==> src/rtl/pg_seq_pkg.sv <==
// Shared types and constants for the pass-gate enable sequencer.
// Segment codes give the (INN, INP) pair for a fully off and a fully on pass gate.
package pg_seq_pkg;

    typedef enum logic [2:0] {
        PG_OFF,
        PG_PU_N,
        PG_PU_P,
        PG_PU_GAP,
        PG_ON,
        PG_PD_P,
        PG_PD_N,
        PG_PD_GAP
    } pg_state_t;

    localparam int PG_DEAD_CYC_DEF    = 2;
    localparam int PG_STAGGER_CYC_DEF = 8;

    typedef struct packed {
        logic inn;
        logic inp;
    } pg_seg_code_t;

    localparam pg_seg_code_t PG_SEG_OFF = '{inn: 1'b0, inp: 1'b1};
    localparam pg_seg_code_t PG_SEG_ON  = '{inn: 1'b1, inp: 1'b0};

endpackage

==> src/rtl/pg_dly_cnt.sv <==
// Loadable down-counter; expire pulses for the single cycle the count sits at 1,
// so a value L loaded on edge e is acted on at edge e+L.
module pg_dly_cnt #(
    parameter int CNT_W = 8
) (
    input  logic             clk,
    input  logic             rst,
    input  logic             load,
    input  logic [CNT_W-1:0] load_val,
    output logic             expire
);

    logic [CNT_W-1:0] cnt;

    always_ff @(posedge clk or posedge rst) begin
        if (rst) begin
            cnt <= '0;
        end else if (load) begin
            cnt <= load_val;
        end else if (cnt != '0) begin
            cnt <= cnt - CNT_W'(1);
        end
    end

    assign expire = (cnt == CNT_W'(1));

endmodule

==> src/rtl/pg_seq.sv <==
// Pass-gate enable sequencer: staggered, break-before-make power-up/down of N_SEG segments.
// Optional macro PG_SEG_STATUS_EN adds the registered per-segment on-status output seg_on.
module pg_seq
    import pg_seq_pkg::*;
#(
    parameter int N_SEG       = 4,
    parameter int DEAD_CYC    = PG_DEAD_CYC_DEF,
    parameter int STAGGER_CYC = PG_STAGGER_CYC_DEF,
    parameter int CNT_W       = 8
) (
    input  logic             clk,
    input  logic             rst,
    input  logic             pwr_req,
    output logic             pwr_ack,
    output logic             busy,
    output logic [N_SEG-1:0] seg_inn,
    output logic [N_SEG-1:0] seg_inp,
    output pg_state_t        dbg_state
`ifdef PG_SEG_STATUS_EN
    ,
    output logic [N_SEG-1:0] seg_on
`endif
);

    localparam int IDX_W = (N_SEG > 1) ? $clog2(N_SEG) : 1;
    localparam logic [IDX_W-1:0] LAST = IDX_W'(N_SEG - 1);

    pg_state_t          state, state_d;
    logic [IDX_W-1:0]   idx, idx_d, idx_nxt, idx_prv;
    logic [N_SEG-1:0]   inn_d, inp_d;
    logic               ack_d, busy_d;
    logic               load;
    logic [CNT_W-1:0]   load_val;
    logic               expire;

    pg_dly_cnt #(.CNT_W(CNT_W)) u_dly (
        .clk      (clk),
        .rst      (rst),
        .load     (load),
        .load_val (load_val),
        .expire   (expire)
    );

    assign idx_nxt   = idx + IDX_W'(1);
    assign idx_prv   = idx - IDX_W'(1);
    assign dbg_state = state;

    // Abort during power-up wins over a same-cycle counter expiry.
    always_comb begin
        state_d  = state;
        idx_d    = idx;
        inn_d    = seg_inn;
        inp_d    = seg_inp;
        ack_d    = pwr_ack;
        load     = 1'b0;
        load_val = '0;
        case (state)
            PG_OFF: begin
                if (pwr_req) begin
                    idx_d    = '0;
                    inn_d[0] = PG_SEG_ON.inn;
                    state_d  = PG_PU_N;
                    load     = 1'b1;
                    load_val = CNT_W'(DEAD_CYC);
                end
            end
            PG_PU_N: begin
                if (!pwr_req) begin
                    state_d  = PG_PD_P;
                    load     = 1'b1;
                    load_val = CNT_W'(DEAD_CYC);
                end else if (expire) begin
                    inp_d[idx] = PG_SEG_ON.inp;
                    if (idx == LAST) begin
                        state_d = PG_ON;
                    end else begin
                        state_d  = PG_PU_GAP;
                        load     = 1'b1;
                        load_val = CNT_W'(STAGGER_CYC);
                    end
                end
            end
            PG_PU_GAP: begin
                if (!pwr_req) begin
                    inp_d[idx] = PG_SEG_OFF.inp;
                    state_d    = PG_PD_P;
                    load       = 1'b1;
                    load_val   = CNT_W'(DEAD_CYC);
                end else if (expire) begin
                    idx_d          = idx_nxt;
                    inn_d[idx_nxt] = PG_SEG_ON.inn;
                    state_d        = PG_PU_N;
                    load           = 1'b1;
                    load_val       = CNT_W'(DEAD_CYC);
                end
            end
            PG_ON: begin
                if (!pwr_req) begin
                    ack_d       = 1'b0;
                    idx_d       = LAST;
                    inp_d[LAST] = PG_SEG_OFF.inp;
                    state_d     = PG_PD_P;
                    load        = 1'b1;
                    load_val    = CNT_W'(DEAD_CYC);
                end else begin
                    ack_d = 1'b1;
                end
            end
            PG_PD_P: begin
                if (expire) begin
                    inn_d[idx] = PG_SEG_OFF.inn;
                    if (idx == '0) begin
                        state_d = PG_OFF;
                    end else begin
                        state_d  = PG_PD_GAP;
                        load     = 1'b1;
                        load_val = CNT_W'(STAGGER_CYC);
                    end
                end
            end
            PG_PD_GAP: begin
                if (expire) begin
                    idx_d          = idx_prv;
                    inp_d[idx_prv] = PG_SEG_OFF.inp;
                    state_d        = PG_PD_P;
                    load           = 1'b1;
                    load_val       = CNT_W'(DEAD_CYC);
                end
            end
            default: begin
                state_d = PG_OFF;
                idx_d   = '0;
                inn_d   = {N_SEG{PG_SEG_OFF.inn}};
                inp_d   = {N_SEG{PG_SEG_OFF.inp}};
                ack_d   = 1'b0;
            end
        endcase
        // Busy stays up on entry to ON until the acknowledge is actually raised.
        busy_d = (state_d != PG_OFF) && !ack_d;
    end

    always_ff @(posedge clk or posedge rst) begin
        if (rst) begin
            state   <= PG_OFF;
            idx     <= '0;
            seg_inn <= {N_SEG{PG_SEG_OFF.inn}};
            seg_inp <= {N_SEG{PG_SEG_OFF.inp}};
            pwr_ack <= 1'b0;
            busy    <= 1'b0;
        end else begin
            state   <= state_d;
            idx     <= idx_d;
            seg_inn <= inn_d;
            seg_inp <= inp_d;
            pwr_ack <= ack_d;
            busy    <= busy_d;
        end
    end

`ifdef PG_SEG_STATUS_EN
    always_ff @(posedge clk or posedge rst) begin
        if (rst) begin
            seg_on <= '0;
        end else begin
            seg_on <= seg_inn & ~seg_inp;
        end
    end
`endif

endmodule

==> config.mk <==
export PLATFORM = sky130hd
export DESIGN_NAME = pg_seq
export DESIGN_NICKNAME = d
export VERILOG_FILES = /design/src/rtl/pg_seq_pkg.sv /design/src/rtl/pg_dly_cnt.sv /design/src/rtl/pg_seq.sv
export SDC_FILE = /design/constraint.sdc
export NUM_CORES = 1
export LEC_CHECK = 0
export ABC_CLOCK_PERIOD_IN_PS = 2500
export CORE_UTILIZATION = 45
export CTS_CLUSTER_DIAMETER = 150
export DETAILED_ROUTE_END_ITERATION = 7
export GPL_ROUTABILITY_DRIVEN = 0
export PLACE_DENSITY = 0.65
export SETUP_SLACK_MARGIN = 0.05
export SKIP_CTS_REPAIR_TIMING = 1
export SLEW_MARGIN = 40
export SYNTH_ARGS = -nofsm -noshare
export SYNTH_HDL_FRONTEND = slang
export SYNTH_SLANG_ARGS = --single-unit
==> constraint.sdc <==
create_clock -name clk -period 2.5 [get_ports clk]
set_clock_uncertainty 0.05 [all_clocks]
set_input_delay 0.25 -clock clk [delete_from_list [all_inputs] [get_ports clk]]
set_output_delay 0.25 -clock clk [all_outputs]
set_load 0.1 [all_outputs]
[Yosys cells after proc, flatten, opt, wreduce, memory -nomap -nowiden]
Cells that the tools add are included.
Cells by class
  reduce and logical (&&, ||, !) cells: 21
  add/subtract/negate cells: 3
  equality and inequality tests: 16
  bitwise operators: 11
  order comparisons: 6
  muxes and demuxes: 59
Operator list (count)
  2-to-1 mux 4 bit: 12
  2-to-1 mux 3 bit: 10
  case mux 4 bit (6 select lines): 1
  2-to-1 mux 2 bit: 9
  inequality test 2 bit, second input constant: 9
  case mux 3 bit (6 select lines): 1
  2-to-1 mux 8 bit: 2
  2-to-1 mux 1 bit: 14
  bitwise OR 4 bit: 3
  case mux 3 bit (4 select lines): 1
  AND reduction 6 bit: 2
  case mux 2 bit (5 select lines): 1
  AND reduction 5 bit: 2
  equality test 3 bit, second input constant: 3
  < comparator 2 x 3 -> 1 bit, second input constant: 3
  case mux 3 bit (3 select lines): 1
  AND 4 bit: 2
  equality test 8 x 1 -> 1 bit, second input constant: 1
  nonzero test 8 bit: 1
  subtractor 8 x 1 -> 8 bit, second input constant: 1
  demux 1 bit (select 2 bit): 3
  greater-or-equal comparator 2 x 1 -> 1 bit, second input constant: 3
  case mux 1 bit (6 select lines): 1
  OR reduction 3 bit: 2
  other kinds (20): 28
Word-level totals
  word-level logic and storage cells: 125
  bits in registers: 23
  output and inout bits: 13

[Depth between registers and ports, before layout]
  depth in word-level cells: 9
  depth in mapped cells: 6
  gate-level depth less buffers: 6

[By module]
A second synthesis with hierarchy kept.
Unflattened totals
  cell total of the unflattened synthesis: 191
  area, all modules: 1725.4 um^2
Modules (own cells, without submodules)
  pg_seq: sequential area each 380.4 um^2, cells an instance 136, area an instance 1222.4 um^2, times used 1
  pg_dly_cnt: sequential area each 200.2 um^2, cells an instance 55, area an instance 503.0 um^2, times used 1

[Worst setup path after synthesis]
Ideal clock, no wire load.
  path type: reg2reg
  start: register state[0] (netlist: dbg_state[0])
  end: register seg_inp[0]
  setup time: 0.082 ns
  path slack: 0.207 ns
  required time: 2.368 ns
  data arrival time: 2.161 ns
  period minus slack after synthesis: 2.293 ns
  stages on the path, launching flop included: 6
  path through: dfrtp_1 > buf_2 > nor4bb_1 > nand3_1 > o2111ai_2 > mux2_2
Between the ends
  longest elaborated chain between the ends: 4
  elaborated cells between the ends (all ways): 14
  those cells by class: 9 x eq/ne; 1 x mux; 1 x bitwise; 3 x reduce/logical
Ends and longest elaborated chain
  start, declared: RTL line pg_seq.sv:28  | pg_state_t state, state_d;
  start signal, assigned: RTL line pg_seq.sv:151  | state <= state_d;
  equality test 3 bit or zero test 3 bit (tied branches): RTL line pg_seq.sv:57  | case (state)
  OR reduction 3 bit (no line)
  inverter 1 bit (no line)
  AND reduction 5 bit (no line)
  end signal, assigned: RTL line pg_seq.sv:147  | seg_inp <= {N_SEG{PG_SEG_OFF.inp}};
  end signal, assigned: RTL line pg_seq.sv:154  | seg_inp <= inp_d;
  end, declared: RTL line pg_seq.sv:17  | output logic [N_SEG-1:0] seg_inp,
Parallel ways exist; a longest one is shown, timed or not.
A chain may end at the register's enable or synchronous reset.

[Worst setup path after layout]
  start: register state[1] (netlist: dbg_state[1])
  end: register u_dly.cnt[6]
Between the ends
  longest elaborated chain between the ends: 3
  elaborated cells between the ends (all ways): 9
  those cells by class: 5 x eq/ne; 2 x mux; 2 x reduce/logical
Ends and longest elaborated chain
  equality test 3 bit (tied with other cells): RTL line pg_seq.sv:57
  case mux 1 bit (6 select lines) *: RTL line pg_seq.sv:57
  2-to-1 mux 8 bit or nonzero test 2 bit (tied branches)
  end signal, assigned: RTL line pg_dly_cnt.sv:19  | cnt <= load_val;
  end signal, assigned: RTL line pg_dly_cnt.sv:21  | cnt <= cnt - CNT_W'(1);
  end, declared: RTL line pg_dly_cnt.sv:13  | logic [CNT_W-1:0] cnt;
Every way passes the cells marked *; elsewhere a longest branch is shown, timed or not.

==> summary.md <==
| Metric | Value |
|---|---|
| Initial Utilization | 46.7% |
| Hpwl dp | around 3 mm |
| Clock insertion delay at the later pin of the skew report | 0.26 ns |
| Post-synthesis cell area | 0.00171 mm^2 |
| Area growth syn-to-layout | 13.1% |
| Syn_nets | approximately 200 |
| Worst Path Buf+Inv | 0 |
| Sink Count | 23 |
| Final WS setup | 0.452 ns |
| Outcome | complete, no violations |
| Max-cap violations | 0 |
| Max_slew headroom | 58.6% |
| Critical Path AT | 2.19 ns |
| Setup crit end kind | flip-flop |
| #FFs+latches synth | 23 |
| Top-count cell post-synth | dfrtp_1 |
| H-tree Lvls | 1 |
| Post-route minimum period | 2.05 ns |
| RSZ-0062 raised after global routing | no |
| DRT iter0 DRCs | 117 |
| Dpl cells | 249 |
| WP data required | 2.64 ns |
| DR vias | 1548 |
| Top post-synthesis cells by count | 19 x dfrtp_1, 14 x nor2_1, 12 x nand3_1, 12 x o21ai_0, 10 x a21oi_1 |
| Critical Path, Cell by Cell | nor2_1, a211oi_1, o21ai_1, a21oi_1 |
| Type of origin of the critical path | flip-flop |
| CTS clk-pin slew, worst paths | 0.09 ns |
| Post-Route WL | 4.08 mm |
| Worst path max stage delay | 0.74 ns |
| IO Pins | 16 |
| Row cnt | 22 |
| Yosys cell types | 57 |
| Core area | between 0.003 and 0.004 mm^2 |
| Post-Synthesis Cells | 190 |
| Dpl ws | 0.215 ns |
| TritonCTS Buffers | 3 |
| First-pass GRT wire length | 7.02 mm |
| Die Area | 0.00405 mm^2 |
| Final period utilization | 81.9% |
| Global-route usage over all layers | between 20% and 30% |
| DRT Pass-1 Iters | 5 |
| IO Port Bufs | 15 |
| Root buf cell | clkbuf_8 |
| Fin cells | 253 |
| Post-synth EDFFs | 0 |
| Share of cells above drive strength 1 | 21.5% |
| Ys async rst share | 100% |
| Worst path slowest cell | dfrtp_1 |
| Main area contributors after synthesis | dfrtp_1 28%, dfstp_2 6.1%, ha_1 5.9% |
| Post-synthesis sequential area ratio | between 30% and 40% |
| DR WL/cell | 16.1 um |
| Crit Path Max Fanout | 23 |
| Mapped Avg Cell Area | between 9 and 10 um^2 |
| Fill cell count | 320 |
| Peak Freq | 488 MHz |
| Yosys warnings | 0 |
| Setup total negative slack | 0 ns |
| Area leader, netlist | dfrtp_1 |
| Multi-input gate area | 0.00105 mm^2 |
| Register area | 581 um^2 |
| DIE HEIGHT | 63.7 um |
| Synth top area share | 27.8% |
| Largest net degree at the start of global routing | 24 |
| Crit path kind | flip-flop to flip-flop |
| Nets | 217 |
| Final max-slew violation count | 0 |
| Total gr overflow | 0 |
| Chip width | 63.7 um |
| DRC | 0 |
| Hold slack | 0.269 ns |
| Vias per cell | 6.12 |
| Worst Tran Pin Value | 0.620 ns |
| CTS tree | built |
| Longest Clk Path Bufs | 2 |
| Hold Vio Cnt, Final | 0 |
| Post-route ant nets | 0 |
| Initial antenna violation count | 0 |
| Endpoints failing setup | 0 |
| Vias in the first global route | 1483 |
| Worst min-delay path class | input pin to async pin |
| Post-synth top flop | dfrtp_1 |
| Antenna Cells | 0 |
| Cell family with most CP delay | compound AO/OA/AOI/OAI gates |
cells in the final DEF (no fill, tap or decap), drive strengths merged, types with 4 or more instances in the layout:
cell type,count
inv,6
nand3,12
nand2,7
nor2,14
nand3b,5
dfrtp,19
ha,8
dfstp,4
a21oi,10
o21ai,14
o211ai,6
buf,21
nand2b,4
through the flow:
step / instance area (um^2) / utilization [%]
floorplan: 1710 / -
global placement: 1890 / 51.6
detailed placement: 1890 / 51.6
CTS: 1930 / 52.8
global route: 1930 / 52.8
finish: 1930 / 52.8
worst paths after layout:
path,cells past startpoint,endpoint,slack (ns),from
max reg2reg,4,u_dly.cnt[6],0.45,dbg_state[1]
min reg2reg,2,seg_inn[1],0.48,seg_inn[1]
min in group clk,2,seg_inn[1],0.48,seg_inn[1]
max,4,u_dly.cnt[6],0.45,dbg_state[1]
min,3,u_dly.cnt[4],0.27,rst
max in group asynchronous,3,seg_inp[1],1.85,rst
registers in the layout, indices dropped and copies added, names as in the netlist:
name	flops
busy	1
dbg_state	3
idx	2
pwr_ack	1
seg_inn	4
seg_inp	4
u_dly.cnt	8
worst register-to-register path, stage by stage, from the launching register on:
cell      delay (ns)
dfrtp_1         0.74
nor2_1          0.19
a211oi_1        0.51
o21ai_1         0.29
a21oi_1         0.19
per-layer routing:
layer	GRT usage [%]	share of wire (%)	up-vias
met4	5.68	0.42	0
met3	2.90	5.7	4
met1	30.8	48	736
li1	-	-	747
met2	34.8	45	61
met5	0	0	-
kinds of logic (layout without fill, tap and decap cells):
family / after synthesis / count (layout) / synth area share (%)
xor+xnor: 3 / 3 / 1.54
fa+ha+maj: 8 / 8 / 5.85
mux: 6 / 6 / 3.73
simple gates: 72 / 72 / 25.5
buf+inv: 18 / 33 / 4.83
flops: 23 / 23 / 33.9
compound gates: 60 / 60 / 24.7
layout make-up:
cell class	instances	share of cell area [%]
clock buffers	3	2.13
inverters	6	1.16
well taps	48	3.10
multi-input cells	149	54.1
clock inverters	1	0.259
flip-flops and latches	23	30.0
repair buffers	23	9.18
Power is left out: the tool's default activity adds up to more than one toggle a clock period on the data nets, which glitch-free logic cannot reach.
